$ cat src/rtl/forward_ctrl.sv
// Forwarding-select and load-use stall control for a 5-stage MIPS pipeline.
// Keeps private copies of the ID/EX, EX/MEM and MEM/WB fields it needs.

module fwd_sel #(
  parameter int REG_W = 5
) (
  input  logic [REG_W-1:0] src,
  input  logic [REG_W-1:0] mem_rd,
  input  logic             mem_we,
  input  logic [REG_W-1:0] wb_rd,
  input  logic             wb_we,
  output logic [1:0]       sel
);
  // EX/MEM is the younger producer, so it is checked first; $0 never forwards.
  always_comb begin
    sel = 2'b00;
    if (src != '0) begin
      if (mem_we && (mem_rd == src))    sel = 2'b10;
      else if (wb_we && (wb_rd == src)) sel = 2'b01;
    end
  end
endmodule

module forward_ctrl #(
  parameter int REG_W = 5,
  parameter int CNT_W = 16
) (
  input  logic             clk_i,
  input  logic             rst_i,
  input  logic [REG_W-1:0] id_rs_i,
  input  logic [REG_W-1:0] id_rt_i,
  input  logic [REG_W-1:0] ex_rd_i,
  input  logic             ex_regwrite_i,
  input  logic             ex_memread_i,
  input  logic             flush_i,
  output logic [1:0]       forward_a_o,
  output logic [1:0]       forward_b_o,
  output logic             load_use_o,
  output logic [CNT_W-1:0] stall_cnt_o
);
  localparam logic [CNT_W-1:0] CNT_ONE = 1;

  logic [1:0][REG_W-1:0] ex_src;  // [0] rs, [1] rt
  logic [REG_W-1:0]      mem_rd, wb_rd;
  logic                  mem_we, wb_we;
  logic [CNT_W-1:0]      stall_cnt;
  logic [1:0][1:0]       fwd;
  logic                  load_use;

  assign load_use = ~flush_i & ex_memread_i & (ex_rd_i != '0) &
                    ((ex_rd_i == id_rs_i) | (ex_rd_i == id_rt_i));

  always_ff @(posedge clk_i) begin
    if (rst_i) begin
      ex_src    <= '0;
      mem_rd    <= '0;
      mem_we    <= 1'b0;
      wb_rd     <= '0;
      wb_we     <= 1'b0;
      stall_cnt <= '0;
    end else begin
      // Flushed or stalled ID instructions enter EX as a bubble.
      if (flush_i || load_use) ex_src <= '0;
      else                     ex_src <= {id_rt_i, id_rs_i};
      mem_rd <= ex_rd_i;
      mem_we <= ex_regwrite_i & ~flush_i;
      wb_rd  <= mem_rd;
      wb_we  <= mem_we;
      if (load_use && !(&stall_cnt)) stall_cnt <= stall_cnt + CNT_ONE;
    end
  end

  for (genvar g = 0; g < 2; g++) begin : g_sel
    fwd_sel #(.REG_W(REG_W)) u_sel (
      .src    (ex_src[g]),
      .mem_rd (mem_rd),
      .mem_we (mem_we),
      .wb_rd  (wb_rd),
      .wb_we  (wb_we),
      .sel    (fwd[g])
    );
  end

  assign forward_a_o = fwd[0];
  assign forward_b_o = fwd[1];
  assign load_use_o  = load_use;
  assign stall_cnt_o = stall_cnt;
endmodule

$ cat config.mk
export PLATFORM = sky130hd
export DESIGN_NAME = forward_ctrl
export DESIGN_NICKNAME = d
export VERILOG_FILES = /design/src/rtl/forward_ctrl.sv
export SDC_FILE = /design/constraint.sdc
export NUM_CORES = 1
export LEC_CHECK = 0
export BUFFER_PORTS_ARGS = -buffer_cell sky130_fd_sc_hd__buf_2
export CORE_MARGIN = 2
export CORE_UTILIZATION = 30
export CTS_BUF_LIST = sky130_fd_sc_hd__clkbuf_8
export CTS_CLUSTER_SIZE = 14
export DETAILED_ROUTE_END_ITERATION = 8
export HOLD_SLACK_MARGIN = 0.1
export PLACE_DENSITY_LB_ADDON = 0.3
export SLEW_MARGIN = 20
export SYNTH_ARGS = -nofsm -noshare
export SYNTH_HDL_FRONTEND = slang
export SYNTH_SLANG_ARGS = --single-unit
$ cat constraint.sdc
create_clock -name clk_i -period 2.02 [get_ports clk_i]
set_input_delay 0.202 -clock clk_i [delete_from_list [all_inputs] [get_ports clk_i]]
set_output_delay 0.202 -clock clk_i [all_outputs]
set_load 0.02 [all_outputs]
==> impl_metrics.csv <==
group,metric,value,unit
final_layout,seqCellArea,760.7,sq um
floorplanning,io_pins,41,
final_layout,multiInputGateArea,0.001030,sq mm
yosys,yosys_warnings,0,
clock_tree,clk_latency,0.29,ns
setup_path,worstSetupPathType,"reg2reg",
final_layout,layout_common_cells,"40 x buf_2, 38 x dfxtp_1, 22 x xnor2_1, 14 x nor2_1, 14 x xor2_1",
place,gp_congestion,0.8246,
drt,antenna_left,0,
clock_tree,htree_levels,2,
clock_tree,cts_tree,"done",
sta,clock_skew,0.004250,ns
min_path,hp-start,"id_rt_i[4]",
yosys,syn_avg_cell_area,9.535,sq um
drt,route.detailed.drc,0,
sta,max_freq,0.5241,GHz
floorplanning,die-width,81.71,microns
final_layout,diodes,0,
grt,track_usage,12.94,%
grt,grt_max_degree,19,
place,place_inst,307,
place,port_buffers,40,
grt,antenna_found_initial,0,
sta,setup_ws,0.1121,ns
yosys,async_reset_ff_share,0,%
sta,tightest_slew,0.3746,ns
pwr,finalPower,0.001583,W
final_layout,drive_gt1_share,29.92,%
floorplanning,rows,28,
clock_tree,cts_root_buffer,"clkbuf_8",
yosys,syn_area,0.001812,sq mm
yosys,synth_ff_type,"dfxtp_1",
run,cap_violations,0,
grt,first_global_vias,1343,
pwr,ir_worst_vdd,0.0002908,V
setup_path,arrival,2.13,ns
min_path,hold_path_end,"ex_src[9]",
min_path,hp-class,"in2reg",
min_path,hold_depth,2,
yosys,syn_inst,190,
grt,grt-ovfl-total,0,
drt,drtIter0Drc,38,
clock_tree,cts_buffers,5,
setup_path,cp-end-kind,"register",
drt,vias,1453,
final_layout,mostFrequentLayoutCell,"buf_2",
yosys,ys_types,35,
pwr,leakagePower,0.9513,nW
floorplanning,start_util,30.78,%
sta,hold_violations,0,
pwr,pwr_density_cell,695.3,mW/mm^2
setup_path,cp_max_fo,12,
grt,grt_pass1_wl,6.444,mm
yosys,synth_edf_count,0,
setup_path,r2r_cells,7,
final_layout,area_delta_synth_final,25.69,%
final_layout,final_cells,319,
yosys,ys_ff_latch,38,
setup_path,r2r_slack,0.11,ns
floorplanning,fp.dieH,81.71,microns
final_layout,layout.nets,264,
floorplanning,coreArea,0.005886,sq mm
sta,setup_violations,0,
yosys,syn_nets,211,
clock_tree,hold_buffers,0,
clock_tree,clock_path_buffers,2,
drt,drt-pass1-iter-count,4,
sta,slew_viol_final,0,
place,post-place-ws,0.04575,ns
yosys,ys_seq_area_share,41.99,%
place,hpwl,3.049,mm
outcome,outcome,"complete, no violations",
sta,fin_crit_sh,94.45,%
clock_tree,clk_pin_slew,0.08,ns
clock_tree,clkSinkCount,38,
setup_path,startpoint_type,"register",
setup_path,r2r_end,"stall_cnt_o[15]",
setup_path,reg2reg_from,"stall_cnt_o[0]",
sta,slew_headroom,74.94,%
drt,routed_wl,3.946,mm
floorplanning,fp.dieArea,0.006677,sq mm
sta,finalCriticalPeriod,1.908,ns
drt,vias_per_cell,4.555,
drt,routedWlPerCell,12.37,microns
final_layout,fill_cells,631,
setup_path,cp_data_required_time,2.24,ns
-- stage by stage --
stage / TNS, ns / util, % / instance area, sq um / hold slack [ns]
after detailed placement: 0 / 36.16 / 2128 / 0.4377
final: 0 / 38.69 / 2277 / 0.1396
after global routing: -0.01671 / 38.69 / 2277 / 0.1364
after floorplan: 0 / - / 1812 / 0.2781
after CTS: 0 / 38.10 / 2242 / 0.1291
after global placement: 0 / 36.16 / 2128 / 0.4349
-- worst max-delay path by stage --
stage,cells past startpoint,startpoint,endpoint,slack (ns)
floorplan,7,stall_cnt_o[0],stall_cnt_o[13],0.21
global placement,6,stall_cnt_o[0],stall_cnt_o[9],0.13
detailed placement,6,stall_cnt_o[0],stall_cnt_o[11],0.05
CTS,6,stall_cnt_o[0],stall_cnt_o[11],0.03
global route,6,stall_cnt_o[0],stall_cnt_o[11],-0.008
finish,7,stall_cnt_o[0],stall_cnt_o[15],0.11
-- power by group --
| part | switching, W | internal, W | total, W |
|---|---|---|---|
| clock | 0.000273 | 0.000367 | 0.000640 |
| combinational | 0.0000754 | 0.0000794 | 0.000155 |
| sequential | 0.0000199 | 0.000768 | 0.000788 |
-- registers in the layout, summed over array words and instances, names as in the netlist --
name         cells
wb_we            1
mem_rd           5
ex_src          10
stall_cnt_o     16
mem_we           1
wb_rd            5
-- cells by family (layout without fill, tap and decap cells) --
kind of cell / after synthesis / count (layout) / share of synthesized area (%)
compound gates: 18 / 18 / 7.528
xor+xnor: 36 / 36 / 17.40
fa+ha+maj: 1 / 1 / 0.6905
buf+inv: 5 / 59 / 1.450
flops: 38 / 38 / 41.99
mux: 3 / 3 / 1.796
simple gates: 89 / 89 / 29.14
-- synth_stat cells, types with 2 or more instances --
library cell / n / area share (%)
and2_1: 10 / 3.5
or4_1: 5 / 2.1
nor2_1: 14 / 2.9
and3_4: 2 / 1.2
nor2b_1: 13 / 4.5
nand4_1: 6 / 2.1
and3_2: 3 / 1.2
nand2_1: 9 / 1.9
xor2_1: 14 / 6.8
dfxtp_1: 38 / 42
xnor2_1: 22 / 11
a21oi_1: 8 / 2.2
mux2_2: 2 / 1.2
o21ai_0: 4 / 1.1
or3_1: 4 / 1.4
nor4b_1: 2 / 0.97
clkbuf_1: 3 / 0.62
nor4_1: 2 / 0.69
o31ai_1: 2 / 0.83
nand3_1: 12 / 3.3
-- layer usage --
| metal | share of wire [%] | vias to the layer above | GRT usage (%) |
|---|---|---|---|
| met5 | 0 | - | 0 |
| met4 | 2.0 | 0 | 5.500 |
| met3 | 3.3 | 7 | 3.077 |
| met2 | 47 | 22 | 20.08 |
| met1 | 48 | 666 | 17.17 |
| li1 | - | 758 | - |
-- repair_timing --
action / 4_1_cts / 5_1_grt
setup buffers: 0 / 4
hold endpoints to repair: 0 / 0
gates resized for setup: 0 / 1
setup endpoints to repair: 0 / 4
-- worst max-delay path: stages, from the launching register on --
cell and delay (ns):
dfxtp_1 0.35, ha_1 0.24, and3_4 0.20, a41oi_4 0.29, nand2_4 0.13, buf_4 0.16, or3_1 0.34, a21oi_1 0.14
-- layout make-up --
type / instances / share of cell area (%)
multi-input combinational: 147 / 45.22
sequential: 38 / 33.41
timing repair buffer: 50 / 12.09
tap: 75 / 4.121
clock buffer: 5 / 3.022
clock inverter: 3 / 1.978
inverter: 1 / 0.1648
Note: power is estimated with default switching activity, not from simulation.
